$ cat config.mk
export PLATFORM = sky130hd
export DESIGN_NAME = flip_pipe
export DESIGN_NICKNAME = d
export VERILOG_FILES = /design/src/rtl/flip_pipe.sv
export SDC_FILE = /design/constraint.sdc
export NUM_CORES = 1
export LEC_CHECK = 0
export BUFFER_PORTS_ARGS = -buffer_cell sky130_fd_sc_hd__buf_2
export CORE_ASPECT_RATIO = 0.5
export CORE_MARGIN = 4
export CORE_UTILIZATION = 35
export DETAILED_ROUTE_END_ITERATION = 7
export PLACE_DENSITY_LB_ADDON = 0.12
export SLEW_MARGIN = 5
export SYNTH_ARGS = -nofsm -noshare
export SYNTH_HDL_FRONTEND = slang
export SYNTH_SLANG_ARGS = --single-unit
$ cat constraint.sdc
create_clock -name clk -period 2 [get_ports clk]
set_input_delay 0.3 -clock clk [delete_from_list [all_inputs] [get_ports clk]]
set_output_delay 0.3 -clock clk [all_outputs]
set_load 0.05 [all_outputs]
$ cat src/rtl/flip_pipe.sv
`default_nettype none
// +----------------------------------------------------------------------------+
// | Module   : flip_pipe                                                       |
// | Purpose  : Two-stage valid/ready pipeline that reorders a WIDTH-bit word   |
// |            (pass / bit reverse / group swap / in-group reverse) and counts |
// |            completed output transfers.                                     |
// | Revision : 1.0  initial release                                            |
// +----------------------------------------------------------------------------+
module flip_pipe #(
    parameter int WIDTH = 32,
    parameter int GROUP = 8,
    parameter int CNT_W = 16
) (
    input  logic             clk,
    input  logic             rst_n,
    input  logic             in_valid,
    output logic             in_ready,
    input  logic [WIDTH-1:0] in_data,
    input  logic [1:0]       in_mode,
    output logic             out_valid,
    input  logic             out_ready,
    output logic [WIDTH-1:0] out_data,
    output logic [1:0]       out_mode,
    input  logic             cnt_clr,
    output logic [CNT_W-1:0] xfer_cnt
);

    localparam int c_ngroup = WIDTH / GROUP;

    logic             r_s1_valid;
    logic [WIDTH-1:0] r_s1_data;
    logic [1:0]       r_s1_mode;
    logic             r_out_valid;
    logic [WIDTH-1:0] r_out_data;
    logic [1:0]       r_out_mode;
    logic [CNT_W-1:0] r_cnt;

    logic             w_adv2;
    logic             w_accept;
    logic             w_xfer;
    logic [WIDTH-1:0] w_rev;
    logic [WIDTH-1:0] w_gswap;
    logic [WIDTH-1:0] w_grev;
    logic [WIDTH-1:0] w_flip;

    assign w_adv2   = !r_out_valid || out_ready;
    assign in_ready = !r_s1_valid || w_adv2;
    assign w_accept = in_valid && in_ready;
    assign w_xfer   = r_out_valid && out_ready;

    // Reorder networks are pure wiring off the S1 register.
    for (genvar i = 0; i < WIDTH; i++) begin : g_rev
        assign w_rev[i] = r_s1_data[WIDTH-1-i];
    end

    for (genvar g = 0; g < c_ngroup; g++) begin : g_grp
        for (genvar j = 0; j < GROUP; j++) begin : g_gbit
            assign w_gswap[g*GROUP+j] = r_s1_data[(c_ngroup-1-g)*GROUP+j];
            assign w_grev[g*GROUP+j]  = r_s1_data[g*GROUP+GROUP-1-j];
        end
    end

    always_comb begin
        w_flip = r_s1_data;
        case (r_s1_mode)
            2'b00:   w_flip = r_s1_data;
            2'b01:   w_flip = w_rev;
            2'b10:   w_flip = w_gswap;
            2'b11:   w_flip = w_grev;
            default: w_flip = r_s1_data;
        endcase
    end

    always_ff @(posedge clk or negedge rst_n) begin
        if (!rst_n) begin
            r_s1_valid <= 1'b0;
            r_s1_data  <= '0;
            r_s1_mode  <= 2'b00;
        end else if (w_accept) begin
            r_s1_valid <= 1'b1;
            r_s1_data  <= in_data;
            r_s1_mode  <= in_mode;
        end else if (w_adv2) begin
            r_s1_valid <= 1'b0;
        end
    end

    // Output register only moves when empty or being drained, so it holds under stall.
    always_ff @(posedge clk or negedge rst_n) begin
        if (!rst_n) begin
            r_out_valid <= 1'b0;
            r_out_data  <= '0;
            r_out_mode  <= 2'b00;
        end else if (w_adv2) begin
            r_out_valid <= r_s1_valid;
            r_out_data  <= w_flip;
            r_out_mode  <= r_s1_mode;
        end
    end

    always_ff @(posedge clk or negedge rst_n) begin
        if (!rst_n) begin
            r_cnt <= '0;
        end else if (cnt_clr) begin
            r_cnt <= '0;
        end else if (w_xfer) begin
            r_cnt <= r_cnt + CNT_W'(1);
        end
    end

    assign out_valid = r_out_valid;
    assign out_data  = r_out_data;
    assign out_mode  = r_out_mode;
    assign xfer_cnt  = r_cnt;

endmodule
`default_nettype wire

# Word level (Yosys, flattened, before mapping)
# Cells that the tools add are included.
[word_totals] register_bits=86 inputBits=39 out_inout_bits=52
[classes] n_addsub=1 eq_ne=3 n_mux=5 n_reduce_logical=9
[ops] op="case mux 32 bit (4 select lines)" count=1
[ops] op="2-to-1 mux 16 bit" count=2
[ops] op="adder 16 x 1 -> 16 bit (second input constant)" count=1
[ops] op="== test 2 bit (second input constant)" count=2
[ops] op="nonzero test 2 bit" count=2
[ops] op="== test 2 x 1 -> 1 bit (second input constant)" count=1
[ops] op="logical AND 1 bit" count=2
[ops] op="zero test 1 bit" count=2
[ops] op="zero test 2 bit" count=1
[ops] op="logical OR 1 bit" count=2
[ops] op="2-to-1 mux 1 bit" count=2

# Longest topological paths before layout
# Gate-level depths: netlist of the first run.
[logic_depth] ltp_word=5 ltp_mapped=6 mapped_depth_nobuf=5

# Least setup slack after synthesis of the first run
# No wires, ideal clock.
[synth_timing] kind="reg-to-reg" startpoint="register r_out_valid, in the netlist out_valid" endpoint="register r_s1_data[0]" setup_ps=125 t_arrival_ps=2197 slack_ps=-321 path_stages_with_launch=7 path_cell_list="dfrtp_1 -> buf_2 -> nor2b_2 -> nand2_1 -> nand2_2 -> buf_2 -> mux2_2"
[synth_via] elab_chain_len=4
[synth_lines] element="start, declared" line_no="33" source="logic r_out_valid;"
[synth_lines] element="start signal, assigned" line_no="95" source="r_out_valid <= r_s1_valid;"
[synth_lines] element="zero test 1 bit" line_no="46" source="assign w_adv2 = !r_out_valid || out_ready;"
[synth_lines] element="logical OR 1 bit" line_no="46"
[synth_lines] element="logical OR 1 bit" line_no="47" source="assign in_ready = !r_s1_valid || w_adv2;"
[synth_lines] element="net in_ready" line_no="17" source="output logic in_ready,"
[synth_lines] element="logical AND 1 bit" line_no="48" source="assign w_accept = in_valid && in_ready;"
[synth_lines] element="end signal, assigned" line_no="81" source="r_s1_data <= in_data;"
[synth_lines] element="end, declared" line_no="31" source="logic [WIDTH-1:0] r_s1_data;"
# The timed path passes the listed nets, and every way through them passes these cells.
# A chain may end at the register's enable or synchronous reset.

# Worst setup path in the final report of the first run
[layout_timing] startpoint="register r_out_valid, in the netlist out_valid" endpoint="output in_ready"
[layout_via] elab_chain_len=3
[layout_lines] element="zero test 1 bit" line_no="46"
[layout_lines] element="logical OR 1 bit" line_no="46"
[layout_lines] element="logical OR 1 bit" line_no="47"
[layout_lines] element="end, declared" line_no="17"
# Every way passes these cells.

==> run summary, run 1 <==
Slew HR - 0.675
Die W - 160 microns
Fin. max-slew vios - 0
Syn Area/Cell - 11.6 sq um
Status - completed
1st-pass router iterations - 4
Dpl cell area - 4700 sq um
Worst r2r src - out_valid$_DFFE_PN0P_
Nature of the critical path startpoint - register
Area growth syn-to-layout - 23.8%
TNS Setup - 0 ns
Synth Instances - 349
Hold Path Sink - r_s1_data[8]$_DFFE_PN0P_
Commonest non-fill, non-tap cell in the layout - buf_2
Crit. End Element - output port
Clk sink count - 86
Sequential Power Share - 0.386
Ant. Diodes - 0
Port Buffers - 90
Register bit total from synthesis - 86
Critical Path AT - 1.34 ns
Fmax - 609 MHz
RSZ-0062 raised after global routing - false
Total Routing Usage GR - 0.144
Skew-Pair Late Insertion Delay - 0.33 ns
Leakage power - 2.29 nW
Placer congestion estimate - 0.744
Row count - 27
Setup Buffers After CTS - 0
Clock power share - 0.295
R2R depth - 5
Clk buf depth - 2
Die Y - 84.1 microns
Final ANT Viol Nets - 0
Initial antenna violation count - 0
PwrDens - 1150 nW/um^2
IO Count - 91
Power Internal - 3.67 mW
CTS tree - yes
# resized after CTS - 0
Fin crit share - 0.821
Slew @ Worst Pin - 0.487 ns
Avg WL per Cell - 15.7 microns
Routed vias/inst - 5.01
Crit Path Max Fanout - 10
Max Cap Viol - 0
Nets - 479
Wirelength, routed - 9250 microns
Largest net degree at the start of global routing - 68
Crit path kind - register to output port
CTS H-tree lvls - 3
Layout cells sized above 1 - 0.428
Initial Utilization - 0.364
HP Start - in_data[8]
Detailed placer's ending HPWL - 6640 microns
Hold WS - 0.192 ns
CTS Buf Count - 9
Most frequent cells in the layout - buf_2 (89), dfrtp_1 (84), mux2_2 (67)
Core Region - 11100 sq um
Total grt overflow - 0
DR DRC count - 0
Die Area - 13500 sq um
Syn Nets - 389
R2r endpoint - r_s1_data[18]$_DFFE_PN0P_
Vias - 2951
Final setup fails - 0
Sequential area share after synthesis - 0.530
Switching part of the total power - 0.364
First-pass GRT wire length - 15800 microns
Vias in the first global route - 3187
Worst EP required - 1.70 ns
Combinational share of power - 0.319
Hold Fails Final Rpt - 0
Minimum clock period - 1.64 ns
Iter 0 DRT Violations - 149
Count of cell types in the netlist - 28
Root Driver - clkbuf_16
Setup slack, reg-to-reg - 0.39 ns
Synth Warn # - 0
Synth Cell Area - 4060 sq um
Switching Power - 2.10 mW
Hold Crit Class - primary input to register
CTS clock-pin slew for the worst setup and hold paths - 0.06 ns
VDD IR-drop max - 0.607 mV
Clock skew - 0.00958 ns
Hold path cells - 2
Layout Cell Area excl Fill - 5020 sq um
==> layer usage <==
layer / part of all wire / track usage
met1: 0.45 / 0.178
met2: 0.50 / 0.250
met3: 0.043 / 0.0446
met4: 0.0079 / 0.0351
met5: 0 / 0
==> power by group through the flow <==
stage	Clock, mW	Combinational (mW)	Sequential (mW)
after global placement	0	1.84	2.24
final	1.70	1.84	2.23
after floorplan	0	0.720	2.91
after CTS	1.76	1.87	2.23
after detailed placement	0	1.86	2.26
after global routing	1.83	1.98	2.27
==> how the worst max path moves through the flow <==
stage                                     start                        end  slack, ns  depth (start not counted)
after floorplan           out_valid$_DFFE_PN0P_   r_s1_data[0]$_DFFE_PN0P_       0.07                          6
after global placement    out_valid$_DFFE_PN0P_  r_s1_data[15]$_DFFE_PN0P_       0.42                          5
after detailed placement  out_valid$_DFFE_PN0P_  r_s1_data[18]$_DFFE_PN0P_       0.39                          5
after CTS                 out_valid$_DFFE_PN0P_                   in_ready       0.33                          3
after global routing      out_valid$_DFFE_PN0P_                   in_ready       0.29                          3
final                     out_valid$_DFFE_PN0P_                   in_ready       0.36                          3
==> layout make-up <==
class | instances | area (sq um)
Multi-Input combinational cell | 240 | 1810
Fill cell | 1068 | 6130
Timing Repair Buffer | 101 | 563
Tap cell | 145 | 181
Clock buffer | 10 | 239
Clock inverter | 6 | 68.8
Inverter | 1 | 3.75
Sequential cell | 86 | 2150
==> Yosys cell counts <==
cell type,number,area [sq um]
a21oi_1,35,175
and4_1,2,17.5
and4_4,1,11.3
buf_1,4,15.0
buf_2,8,40.0
buf_4,2,15.0
clkbuf_1,8,30.0
dfrtp_1,86,2150
ha_1,1,12.5
inv_1,1,3.75
mux2_2,67,754
mux2i_1,32,320
nand2_1,14,52.6
nand2_2,1,6.26
nand2b_1,4,25.0
nand3_1,7,35.0
nand4_1,8,50.1
nor2_1,45,169
nor2b_1,1,6.26
nor2b_2,1,8.76
nor3_1,1,5.00
nor4_1,4,25.0
o21ai_0,2,10.0
o31ai_1,1,7.51
or3_1,1,6.26
or4_1,1,7.51
xnor2_1,3,26.3
xor2_1,8,70.1
==> worst max-delay path, stage by stage, from the launching register on <==
cell and delay (ns):
dfrtp_2 0.46, nor2b_2 0.20, nand2_4 0.08, buf_2 0.26
==> sequential cells by signal, indices dropped and copies added, names as in the netlist <==
register / cells
r_s1_data: 32
xfer_cnt: 16
out_data: 32
r_s1_valid: 1
r_s1_mode: 2
out_mode: 2
out_valid: 1
==> metrics by stage <==
| stage | utilization | cells | setup WS (ns) | power, mW |
|---|---|---|---|---|
| 2_1_floorplan | - | 349 | 0.0692 | 3.63 |
| 3_3_place_gp | 0.422 | 572 | 0.420 | 4.08 |
| 3_5_place_dp | 0.422 | 572 | 0.389 | 4.12 |
| 4_1_cts | 0.451 | 589 | 0.331 | 5.86 |
| 5_1_grt | 0.451 | 589 | 0.286 | 6.08 |
| 6_report | 0.451 | 589 | 0.358 | 5.77 |
==> cells by family after synthesis <==
group | share of synthesized area
fa+ha+maj | 0.00308
simple gates | 0.105
xor+xnor | 0.0237
buf+inv | 0.0256
flops | 0.530
compound gates | 0.0475
mux | 0.265
==> what timing repair did <==
action	4_1_cts	5_1_grt
hold buffers	1	0
endpoints found under the hold margin	34	0
endpoints found under the setup margin	0	0
Power figures use the tool's default switching activity.
==> inputs of run 2 (changes only) <==
Clock period 2 ns to 1.51 ns, I/O delays scaled along.
==> run summary, run 2 (synthesis results as in run 1) <==
Clk sink count - 86 (unchanged)
VDD IR-drop max - 0.725 mV (+19%)
Clock skew - 0.00884 ns (-0.000743 ns)
Crit. End Element - register
CTS H-tree lvls - 3 (unchanged)
PwrDens - 1480 nW/um^2 (+29%)
Critical Path AT - 1.77 ns (+0.43 ns)
Fin crit share - 0.994
First-pass GRT wire length - 16000 microns (+0.87%)
Total power - 7.92 mW (+37%)
Ant. Diodes - 0 (unchanged)
CTS clock-pin slew for the worst setup and hold paths - 0.07 ns (about the same)
Slew HR - 0.690 (+0.0144)
Max Cap Viol - 0 (unchanged)
Setup slack, reg-to-reg - 0.009 ns (-0.38 ns)
Vias - 2990 (+1.3%)
Hold Fails Final Rpt - 0 (unchanged)
Hold Path Sink - r_s1_data[15]$_DFFE_PN0P_
Hold path cells - 2 (unchanged)
RSZ-0062 raised after global routing - true
Status - completed
Root Driver - clkbuf_16
Detailed placer's ending HPWL - 6790 microns (+2.3%)
Commonest non-fill, non-tap cell in the layout - buf_2
Total Routing Usage GR - 0.146 (+0.00186)
Hold Crit Class - primary input to register
Layout cells sized above 1 - 0.471 (+0.0427)
Slew @ Worst Pin - 0.465 ns (-0.0215 ns)
Skew-Pair Late Insertion Delay - 0.34 ns (about the same)
Fin. max-slew vios - 0 (unchanged)
Crit path kind - register to register
1st-pass router iterations - 4 (unchanged)
Most frequent cells in the layout - buf_2 (88), dfrtp_1 (74), nor2_1 (45)
CTS tree - yes
Routed vias/inst - 4.95 (-1.2%)
Row count - 27 (unchanged)
DR DRC count - 0 (unchanged)
Largest net degree at the start of global routing - 63 (-7.4%)
Crit Path Max Fanout - 5 (-5)
Leakage power - 2.52 nW (+10%)
R2r endpoint - xfer_cnt[11]$_DFFE_PN0P_
Nature of the critical path startpoint - register
Final ANT Viol Nets - 0 (unchanged)
Port Buffers - 90 (unchanged)
CTS Buf Count - 9 (unchanged)
Iter 0 DRT Violations - 87 (-42%)
Vias in the first global route - 3237 (+1.6%)
Core Region - 11100 sq um (unchanged)
Placer congestion estimate - 0.797 (+7.1%)
IO Count - 91 (unchanged)
Die Y - 84.1 microns (unchanged)
HP Start - in_data[15]
Area growth syn-to-layout - 32.0%
Minimum clock period - 1.50 ns
Final setup fails - 0 (unchanged)
Total grt overflow - 0 (unchanged)
Nets - 494 (+3.1%)
Worst r2r src - xfer_cnt[3]$_DFFE_PN0P_
Die W - 160 microns (unchanged)
Layout fillers - 1036 (-3.0%)
Wirelength, routed - 9450 microns (+2.1%)
Fmax - 666 MHz
Worst EP required - 1.78 ns (+0.08 ns)
Die Area - 13500 sq um (unchanged)
Initial Utilization - 0.364 (unchanged)
R2R depth - 4 (-1)
Clk buf depth - 2 (unchanged)
Avg WL per Cell - 15.6 microns (-0.46%)
Initial antenna violation count - 0 (unchanged)
Post-Route Utilization - 0.480 (+0.0300)
==> run 2: cell count changes in the layout (fill, tap and decap cells not counted), sizes merged <==
cell and delta:
buf +15, clkinvlp -2, bufinv +1, inv +1
==> run 2: per-layer routing <==
metal | vias to the layer above | track usage | share of wire
li1 | 1439 | - | -
met5 | - | 0 | 0
met4 | 0 | 0.0328 | 0.0092
met3 | 10 | 0.0461 | 0.050
met2 | 64 | 0.249 | 0.49
met1 | 1477 | 0.184 | 0.45
==> run 2: layout make-up <==
type | count | area (sq um) | share of cell area
Tap cell | 145 | 181 | 0.0339
Timing Repair Buffer | 116 | 719 | 0.134
Sequential cell | 86 | 2170 | 0.405
Inverter | 1 | 3.75 | 0.000701
Multi-Input combinational cell | 240 | 1960 | 0.366
Clock buffer | 10 | 229 | 0.0427
Clock inverter | 6 | 93.8 | 0.0175
==> run 2: timing repair <==
| item | 4_1_cts | 5_1_grt |
|---|---|---|
| hold buffers | 1 | 0 |
| setup buffers | 1 | 4 |
| gates resized for setup | 1 | 3 |
| setup endpoints to repair | 1 | 3 |
| cloned | 0 | 0 |
| hold endpoints to repair | 28 | 0 |
==> run 2: worst max path at each step <==
stage	endpoint	slack (ns)	startpoint	cells after the start
6_report	xfer_cnt[11]$_DFFE_PN0P_	0.009	xfer_cnt[3]$_DFFE_PN0P_	4
5_1_grt	xfer_cnt[11]$_DFFE_PN0P_	-0.06	xfer_cnt[3]$_DFFE_PN0P_	4
4_1_cts	xfer_cnt[11]$_DFFE_PN0P_	0.0006	xfer_cnt[5]$_DFFE_PN0P_	4
3_5_place_dp	xfer_cnt[11]$_DFFE_PN0P_	0.02	xfer_cnt[5]$_DFFE_PN0P_	4
3_3_place_gp	xfer_cnt[15]$_DFFE_PN0P_	0.08	out_ready	5
2_1_floorplan	xfer_cnt[15]$_DFFE_PN0P_	-0.18	out_valid$_DFFE_PN0P_	5
==> run 2: critical path, stage by stage (launching register included) <==
cell and delay, ns:
dfrtp_2 0.40, and4_4 0.25, nand4_1 0.12, or4_1 0.51
a21oi_2 0.16
==> run 2: power by group <==
group	leakage [nW]	total, mW	switching, mW	internal, mW
combinational	1.36	2.57	1.64	0.932
sequential	1.01	2.95	0.249	2.70
clock	0.154	2.40	0.937	1.46
total	2.52	7.92	2.82	5.10
==> run 2: per-stage QoR <==
step                cells  instance area [sq um]  setup WS (ns)  setup TNS, ns  hold WS [ns]
detailed placement    582                   4970         0.0175              0         0.219
floorplan             349                   4260         -0.177          -5.92       -0.0691
global route          604                   5360        -0.0644        -0.0701        0.0977
finish                604                   5360        0.00940              0         0.108
CTS                   600                   5310       0.000559              0        0.0971
global placement      582                   4970         0.0753              0         0.206
